--- config.mk ---
export PLATFORM = sky130hd
export DESIGN_NAME = fetch_sequencer
export DESIGN_NICKNAME = d
export VERILOG_FILES = /design/src/rtl/fetch_pkg.sv /design/src/rtl/fetch_queue.sv /design/src/rtl/fetch_sequencer.sv
export SDC_FILE = /design/constraint.sdc
export NUM_CORES = 1
export LEC_CHECK = 0
export ABC_AREA = 1
export BUFFER_PORTS_ARGS = -buffer_cell sky130_fd_sc_hd__buf_2
export CORE_MARGIN = 8
export CORE_UTILIZATION = 32
export CTS_CLUSTER_SIZE = 20
export DETAILED_ROUTE_END_ITERATION = 8
export PLACE_DENSITY = 0.55
export SYNTH_ARGS = -nofsm -noshare
export SYNTH_HDL_FRONTEND = slang
export SYNTH_SLANG_ARGS = --single-unit
--- constraint.sdc ---
create_clock -name clk -period 6 [get_ports clk]
set_input_delay 0.3 -clock clk [delete_from_list [all_inputs] [get_ports clk]]
set_output_delay 0.3 -clock clk [all_outputs]
set_load 0.02 [all_outputs]
--- src/rtl/fetch_pkg.sv ---
// Purpose: shared types and constants for the instruction fetch sequencer.
// Latency: n/a (types only).
// Backpressure: n/a (types only).
// Contents: fetch_state_t FSM encoding, EBREAK opcode, fetch_entry_t queue entry.
package fetch_pkg;

   typedef enum logic [1:0] {
      IDLE = 2'd0,
      RUN  = 2'd1,
      HALT = 2'd2
   } fetch_state_t;

   localparam logic [31:0] EBREAK = 32'h0010_0073;

   typedef struct packed {
      logic [31:0] pc;
      logic [31:0] instr;
   } fetch_entry_t;

endpackage

--- src/rtl/fetch_queue.sv ---
// Purpose: circular fetch buffer, one write port, two head-relative read ports.
// Latency: a push at edge N is readable after edge N; reads come from registered state only.
// Backpressure: push dropped when full at cycle start; pop clamped to the current count.
// Ports: i_clk/i_rst_n (sync, active-low), i_flush clears pointers and count,
//        i_push/i_push_dat write at tail, i_pop (0..3, 3 treated as 2),
//        o_rd0_dat/o_rd1_dat = head/head+1, o_vld per read slot, o_count occupancy.
module fetch_queue
   import fetch_pkg::*;
#(
   parameter int unsigned QDEPTH = 4,
   parameter int unsigned PW     = $clog2(QDEPTH),
   parameter int unsigned CW     = $clog2(QDEPTH) + 1
) (
   input  logic          i_clk,
   input  logic          i_rst_n,
   input  logic          i_flush,
   input  logic          i_push,
   input  fetch_entry_t  i_push_dat,
   input  logic [1:0]    i_pop,
   output fetch_entry_t  o_rd0_dat,
   output fetch_entry_t  o_rd1_dat,
   output logic [1:0]    o_vld,
   output logic [CW-1:0] o_count
);

   fetch_entry_t  r_mem [QDEPTH];
   logic [PW-1:0] r_head;
   logic [PW-1:0] r_tail;
   logic [CW-1:0] r_count;

   logic [1:0]    w_take_req;
   logic [1:0]    w_take;
   logic          w_do_push;

   always_comb begin
      w_take_req = (i_pop == 2'd3) ? 2'd2 : i_pop;
      // Requested take above occupancy only happens when count is 0 or 1,
      // so the low two count bits are the exact clamped value.
      if (CW'(w_take_req) > r_count) w_take = r_count[1:0];
      else                           w_take = w_take_req;
      // Full is judged on the start-of-cycle count, so a same-cycle pop
      // does not make room for a push.
      w_do_push = i_push && !i_flush && (r_count != CW'(QDEPTH));
   end

   always_ff @(posedge i_clk) begin
      if (!i_rst_n || i_flush) begin
         r_head  <= '0;
         r_tail  <= '0;
         r_count <= '0;
      end else begin
         r_head  <= r_head + PW'(w_take);
         r_tail  <= r_tail + PW'(w_do_push);
         r_count <= r_count + CW'(w_do_push) - CW'(w_take);
      end
   end

   // Storage carries no reset; o_vld qualifies every read.
   always_ff @(posedge i_clk) begin
      if (i_rst_n && w_do_push) r_mem[r_tail] <= i_push_dat;
   end

   assign o_rd0_dat = r_mem[r_head];
   assign o_rd1_dat = r_mem[r_head + PW'(1)];
   assign o_vld     = {(r_count >= CW'(2)), (r_count != '0)};
   assign o_count   = r_count;

endmodule

--- src/rtl/fetch_sequencer.sv ---
// Purpose: owns the PC and fetch FSM, reads one word per cycle into a queue, presents two to decode.
// Latency: fetched word visible one cycle after its push edge; redirect empties outputs the next cycle.
// Backpressure: fetch stalls (PC holds) while the queue is full; decode pops 0..2 per cycle.
// Ports: clk, rst_n (sync, active-low), start, imem_addr/imem_rdata (combinational memory),
//        redirect_valid/redirect_pc, deq_take, out_valid, out_instr0/1, out_pc0/1, halted.
// Build option: FETCH_HALT_EN -- fetching EBREAK enqueues it and halts until a redirect.
module fetch_sequencer
   import fetch_pkg::*;
#(
   parameter int unsigned QDEPTH   = 4,
   parameter logic [31:0] RESET_PC = 32'h0000_0000
) (
   input  logic        clk,
   input  logic        rst_n,
   input  logic        start,
   output logic [31:0] imem_addr,
   input  logic [31:0] imem_rdata,
   input  logic        redirect_valid,
   input  logic [31:0] redirect_pc,
   input  logic [1:0]  deq_take,
   output logic [1:0]  out_valid,
   output logic [31:0] out_instr0,
   output logic [31:0] out_instr1,
   output logic [31:0] out_pc0,
   output logic [31:0] out_pc1,
   output logic        halted
);

   localparam int unsigned CW = $clog2(QDEPTH) + 1;

   fetch_state_t  r_state;
   fetch_state_t  w_state_nxt;
   logic [31:0]   r_pc;
   logic [31:0]   w_pc_nxt;
   logic          w_push;
   logic          w_full;
   logic [CW-1:0] w_count;
   logic [1:0]    w_vld;
   fetch_entry_t  w_rd0;
   fetch_entry_t  w_rd1;
   fetch_entry_t  w_push_dat;

   assign w_full     = (w_count == CW'(QDEPTH));
   assign w_push_dat = '{pc: r_pc, instr: imem_rdata};

   always_ff @(posedge clk) begin
      if (!rst_n) begin
         r_state <= IDLE;
         r_pc    <= RESET_PC;
      end else begin
         r_state <= w_state_nxt;
         r_pc    <= w_pc_nxt;
      end
   end

   always_comb begin
      w_state_nxt = r_state;
      w_push      = 1'b0;
      case (r_state)
         IDLE: begin
            // A redirect in IDLE only loads the PC; it outranks start.
            if (!redirect_valid && start) w_state_nxt = RUN;
         end
         RUN: begin
            w_push = !redirect_valid && !w_full;
`ifdef FETCH_HALT_EN
            if (w_push && (imem_rdata == EBREAK)) w_state_nxt = HALT;
`endif
         end
         HALT: begin
            if (redirect_valid) w_state_nxt = RUN;
         end
         default: w_state_nxt = IDLE;
      endcase

      if (redirect_valid) w_pc_nxt = redirect_pc & 32'hFFFF_FFFC;
      else if (w_push)    w_pc_nxt = r_pc + 32'd4;
      else                w_pc_nxt = r_pc;
   end

   fetch_queue #(.QDEPTH(QDEPTH)) u_queue (
      .i_clk      (clk),
      .i_rst_n    (rst_n),
      .i_flush    (redirect_valid),
      .i_push     (w_push),
      .i_push_dat (w_push_dat),
      .i_pop      (deq_take),
      .o_rd0_dat  (w_rd0),
      .o_rd1_dat  (w_rd1),
      .o_vld      (w_vld),
      .o_count    (w_count)
   );

   assign imem_addr  = r_pc;
   assign out_valid  = w_vld;
   assign out_instr0 = w_vld[0] ? w_rd0.instr : 32'd0;
   assign out_pc0    = w_vld[0] ? w_rd0.pc    : 32'd0;
   assign out_instr1 = w_vld[1] ? w_rd1.instr : 32'd0;
   assign out_pc1    = w_vld[1] ? w_rd1.pc    : 32'd0;

`ifdef FETCH_HALT_EN
   assign halted = (r_state == HALT);
`else
   assign halted = 1'b0;
`endif

endmodule

==> impl_metrics.ini, run 1 <==
[global_routing]
grt_usage = 0.173
grt_max_degree = 123
grt_antenna_before_repair = 2
grt_pass1_wl_um = 68400
grt_overflow = 0
first_global_vias = 11900

[setup_path]
path_delay_family = buffers and inverters
r2r-end = u_queue.r_mem[1][13]$_DFFE_PP_
crit_buf_inv = 3
crit_type = reg2out
critPathLaunchType = flip-flop
cp_num_cells = 7
slowest_delay_ns = 1.00
worstPathRequired_ns = 5.70
startpoint = u_queue.r_head[0]$_SDFF_PP0_
critPathCapture = out_pc0[15]
crit_slowest_cell = buf_4
r2r_slack_ns = 3.12
worstPathArrival_ns = 3.76
critPathMaxFanout = 122
endpoint_kind = primary output
worst_r2r_path_depth = 7
rr_startpoint = u_queue.o_count[0]$_SDFF_PP0_
crit_chain = buf_4 > buf_4 > nor2_1 > nor2_1 > o21ai_0 > a21oi_1 > buf_2

[cells_and_area]
final_cell_mix = 441 x nand2_1, 248 x edfxtp_1, 223 x buf_2
layout-drive-gt1-share = 0.179
num_antenna_cells = 0
layout_commonest_cell = nand2_1
final.fill_count = 4364
layout.nets = 1882
areaGrowthSynthToFinish_pct = 21.0

[sta]
clock_skew_ns = 0.0237
fin_hold_ws_ns = 0.0333
slew_violations = 0
fin_crit_ns = 4.06
tightest_slew_ns = 1.17
max_freq_mhz = 246
fin_tns_setup_ns = 0
rsz0062_at_grt = no
hold_violations = 0
finalSetupViolations = 0
post-route-period-util = 0.677
relSlewSlack = 0.220

[clocking]
post-cts-setup-buffers = 0
clock_sinks = 286
clk_pin_slew_worst_paths_ns = 0.06
root_buffer = clkbuf_16
cts_buffers = 35
htree_levels = 2
cts_tree = built
cts_buffer_depth = 3
clkLatencyLatePin_ns = 0.54
cts_resized = 0

[die]
rows = 77
die-height_um = 227
initial_core_util = 0.323
core_area_sq_mm = 0.0440
pin_count = 233
die_area_sq_mm = 0.0514
die_w_um = 227

[status]
outcome = finished clean

[place]
place_congestion = 0.863
portBuffers = 223
dp_hpwl_um = 27400

[route]
viasPerCell = 5.01
dr_total_vias = 12100
dr.first_iter.drc_count = 991
wl_per_cell_um = 19.0
drc = 0
ant_nets = 0
dr.pass1.iters = 5
detail_route.wirelength_um = 46000

[synthesis]
synth.area.top_cells = edfxtp_1 52%, nand2_1 12%, dfxtp_1 5.4%, o21ai_0 5.0%, nor2_1 4.1%
yosysTopAreaCell = edfxtp_1
synth.distinct_cells = 33
syn_area_sq_mm = 0.0142
synth-seq-cells = 286
synth_cells = 1589
synth_top_area_frac = 0.524
ys_seq_area_frac = 0.577
avgSynthCellArea_sq_um = 8.95
ys_warn_count = 0

[flow_run]
maxCapViolCount = 0

[power]
leakage_nw = 6.72
power_density_mw_per_mm2 = 393
ir_worst_vdd_uv = 200

[hold_path]
whs_path_depth = 3
hp-class = in2reg
cells by family (layout without fill, tap and decap cells):
family,after synthesis,count (layout),synth area share
flip-flops,286,286,0.577
adder cells (fa/ha/maj),9,9,0.00845
XOR/XNOR,8,8,0.00493
buffers and inverters,241,471,0.0706
AND/OR/NAND/NOR,670,670,0.189
AO/OA/AOI/OAI,374,374,0.150
other,1,7,0.000264
power by group:
group          leakage, nW  total [mW]  internal (mW)  switching, mW
sequential            2.57        2.33           2.21          0.128
combinational         3.62        2.42          0.667           1.75
clock                0.529        2.02           1.22          0.800
worst min path at each step:
stage | start | endpoint | slack, ns
floorplan | imem_rdata[0] | u_queue.r_mem[0][0]$_DFFE_PP_ | 0.40
global placement | r_state[0]$_SDFFE_PN0P_ | r_state[0]$_SDFFE_PN0P_ | 0.48
detailed placement | r_state[0]$_SDFFE_PN0P_ | r_state[0]$_SDFFE_PN0P_ | 0.51
CTS | start | r_state[0]$_SDFFE_PN0P_ | 0.001
global route | start | r_state[0]$_SDFFE_PN0P_ | 0.01
finish | start | r_state[0]$_SDFFE_PN0P_ | 0.03
area by class of cell:
type | instances | area (sq um) | share of cell area
Sequential cell | 286 | 8220 | 0.477
Multi-Input combinational cell | 1068 | 5050 | 0.294
Timing Repair Buffer | 274 | 1580 | 0.0921
Clock buffer | 45 | 966 | 0.0561
Tap cell | 592 | 741 | 0.0430
Inverter | 138 | 518 | 0.0301
Clock inverter | 14 | 128 | 0.00742
flip-flops by register name, indices dropped and copies added (netlist names):
| register | count |
|---|---|
| u_queue.r_mem | 248 |
| imem_addr | 30 |
| u_queue.r_tail | 2 |
| r_state | 1 |
| u_queue.r_head | 2 |
| u_queue.o_count | 3 |
worst min-delay path, cell delays in order:
cell,delay [ns]
buf_2,0.10
nand2_1,0.05
a21oi_1,0.06
metrics by stage:
| step | util | total power [mW] | setup slack, ns | area, sq um | cells |
|---|---|---|---|---|---|
| after CTS | 0.391 | 6.86 | 1.90 | 17200 | 2417 |
| after detailed placement | 0.358 | 4.80 | 2.50 | 15800 | 2324 |
| after global routing | 0.391 | 7.13 | 1.61 | 17200 | 2417 |
| after global placement | 0.358 | 4.76 | 2.55 | 15800 | 2324 |
| final | 0.391 | 6.77 | 1.94 | 17200 | 2417 |
| after floorplan | - | 3.90 | 0.246 | 14200 | 1595 |
repair_timing:
| item | CTS | global route |
|---|---|---|
| hold buffers | 34 | 0 |
| hold endpoints to repair | 130 | 0 |
| endpoints found under the setup margin | 0 | 0 |
synth_stat cells, drive strengths merged:
cell    instances
a21oi          85
a22oi           3
a31oi          66
and2            1
buf            71
clkbuf         32
conb            1
dfxtp          38
edfxtp        248
fa              1
ha              8
inv           138
nand2         445
nand3          37
nand3b          1
nand4           6
nor2          171
nor3            8
nor3b           1
o211ai         63
o21ai         156
o21bai          1
xnor2           5
xor2            3
layer usage:
layer	wire length, um	GRT usage	part of all wire
met5	11	0	0.00024
met4	851	0.0494	0.018
met3	3020	0.0392	0.066
met2	22100	0.289	0.48
met1	20100	0.223	0.44
(Power assumes the default switching activity.)
==> inputs of run 2 (changes only) <==
- ABC_AREA: 1 -> 0
- clock period: 6 -> 3.5 ns (I/O delays scaled with it)
==> run 2 against run 1 <==
Compared with the run above:
- clock power rose by 54%
- count of clock-buffer cells in the layout fell by 4
- final cell count fell by 32%
- clock skew fell by 0.0035 ns
- highest routed layer is now met4
==> impl_metrics.ini, run 2 <==
[status]
outcome = finished clean

[clocking]
clkLatencyLatePin_ns = 0.56
cts_tree = built
clk_pin_slew_worst_paths_ns = 0.06
cts_resized = 0
cts_buffers = 31
htree_levels = 1
root_buffer = clkbuf_16
clock_sinks = 286
cts_buffer_depth = 3

[cells_and_area]
layout-drive-gt1-share = 0.381
final_cell_mix = 248 x edfxtp_1, 223 x buf_2, 124 x mux4_2
fin_area_sq_mm = 0.0168
largest_reg_flops = 248
layout_commonest_cell = edfxtp_1
final_cells = 1642
areaGrowthSynthToFinish_pct = 25.0
regMostFlops = u_queue.r_mem
fin_util = 0.403
layout.nets = 1159

[place]
place_inst = 1522
portBuffers = 223
place_ws_ns = 0.736
place_congestion = 0.739
dp_hpwl_um = 21500
dpl-instance-area_sq_mm = 0.0152

[power]
totalPowerFinal_mw = 9.43
power_density_mw_per_mm2 = 561
ir_worst_vdd_uv = 287
leakage_nw = 5.91

[die]
die_w_um = 221
die-height_um = 221
die_area_sq_mm = 0.0489
initial_core_util = 0.322
pin_count = 233
rows = 75
core_area_sq_mm = 0.0418

[synthesis]
async_reset_ff_frac = 0
synth.area.top_cells = edfxtp_1 55%, mux4_2 21%, dfxtp_1 5.7%, and2_1 3.3%, nor2b_1 3.0%
ys.flop_type = edfxtp_1
synth_top_area_frac = 0.554
synth_cells = 800
netlist_top_cells_count = 248 x edfxtp_1, 124 x mux4_2, 70 x and2_1
synth-seq-cells = 286
yosysMostFrequentCell = edfxtp_1
yosysTopAreaCell = edfxtp_1
ys_warn_count = 0
avgSynthCellArea_sq_um = 16.8
synth-edff-count = 248
syn_area_sq_mm = 0.0135
ys_seq_area_frac = 0.610
synth.distinct_cells = 45

[sta]
fin_crit_ns = 2.77
finalSetupViolations = 0
fin_hold_ws_ns = 0.0694
fin_tns_setup_ns = 0
tightest_slew_ns = 0.820
max_freq_mhz = 361
clock_skew_ns = 0.0203
slew_violations = 0
relSlewSlack = 0.453
rsz0062_at_grt = no
hold_violations = 0
post-route-period-util = 0.792
setup_ws_ns = 0.727

[route]
dr.first_iter.drc_count = 555
wl_per_cell_um = 20.9
ant_nets = 0
dr_total_vias = 8191
drc = 0
viasPerCell = 4.99
dr.pass1.iters = 4
detail_route.wirelength_um = 34300

[setup_path]
startpoint = u_queue.o_count[1]$_SDFF_PP0_
rr_startpoint = u_queue.o_count[1]$_SDFF_PP0_
endpoint_kind = flip-flop
critPathLaunchType = flip-flop
crit_chain = inv_1 > ha_1 > nor2b_1 > o21ai_1 > mux2i_1 > ha_1 > fa_1 > xnor2_1 > xnor2_1 > nor2_1
r2r-end = u_queue.o_count[2]$_SDFF_PP0_
r2r_slack_ns = 0.73
slowest_delay_ns = 0.47
crit_type = reg2reg
worst_r2r_path_depth = 10
worstPathRequired_ns = 3.93
crit_slowest_cell = dfxtp_1
critPathMaxFanout = 6
worstPathArrival_ns = 3.21

[global_routing]
grt_usage = 0.137
grt_overflow = 0
grt_antenna_before_repair = 1
grt_pass1_wl_um = 53100
first_global_vias = 8722
grt_max_degree = 73

[hold_path]
hold-path-endpoint = imem_addr[27]$_SDFFE_PN0P_
hp-class = in2reg
holdCritStartpoint = redirect_valid
whs_path_depth = 3

[flow_run]
maxCapViolCount = 0
[run 2: worst max path at each step]
stage / slack, ns / cells after the start / to
final: 0.73 / 10 / u_queue.o_count[2]$_SDFF_PP0_
after floorplan: 0.45 / 5 / u_queue.r_mem[2][0]$_DFFE_PP_
after global routing: 0.52 / 12 / u_queue.o_count[2]$_SDFF_PP0_
after CTS: 0.63 / 4 / out_pc1[14]
after global placement: 0.78 / 10 / u_queue.o_count[2]$_SDFF_PP0_
after detailed placement: 0.74 / 10 / u_queue.o_count[2]$_SDFF_PP0_
[run 2: layer usage]
metal	part of all wire	wire [um]	global-route usage	vias up
met3	0.051	1760	0.0259	35
met1	0.43	14900	0.177	4209
li1	-	-	-	3710
met5	0	0	0	-
met4	0.014	480	0.0319	0
met2	0.50	17200	0.238	237
[run 2: cells by family (layout without fill, tap and decap cells)]
group,Yosys count,after routing,share of synthesized area
compound gates,59,59,0.0232
xor+xnor,33,33,0.0215
fa+ha+maj,9,9,0.00893
buf+inv,67,363,0.0260
flops,286,286,0.610
mux,127,127,0.210
other cells,1,8,0.000279
simple gates,218,218,0.100
[run 2: worst max-delay path, delay by kind of cell, from the launching register on]
| family | cells | cell delay, ns |
|---|---|---|
| adders and majority gates | 3 | 1.05 |
| DFF | 1 | 0.47 |
| xor gates and xnor gates | 2 | 0.35 |
| muxes | 1 | 0.33 |
| AOI/OAI and AO/OA | 1 | 0.21 |
| and+or+nand+nor | 2 | 0.18 |
| buffers and inverters | 1 | 0.08 |
[run 2: final cells by class]
type                            instances  area (sq um)
Clock buffer                           41           863
Clock inverter                         14           118
Fill cell                            3823         24900
Inverter                                8          30.0
Sequential cell                       286          8220
Tap cell                              539           674
Multi-Input combinational cell        453          4960
Timing Repair Buffer                  300          1950
Antenna cell                            1          2.50
[run 2: report_power, final]
part	switching (mW)	internal (mW)
Clock	1.25	1.86
Sequential	0.122	3.77
Combinational	1.48	0.951
Total	2.85	6.58
[run 2: repair_timing]
| action | CTS | global route |
|---|---|---|
| hold endpoints to repair | 159 | 0 |
| setup buffers | 0 | 0 |
| hold buffers | 64 | 0 |
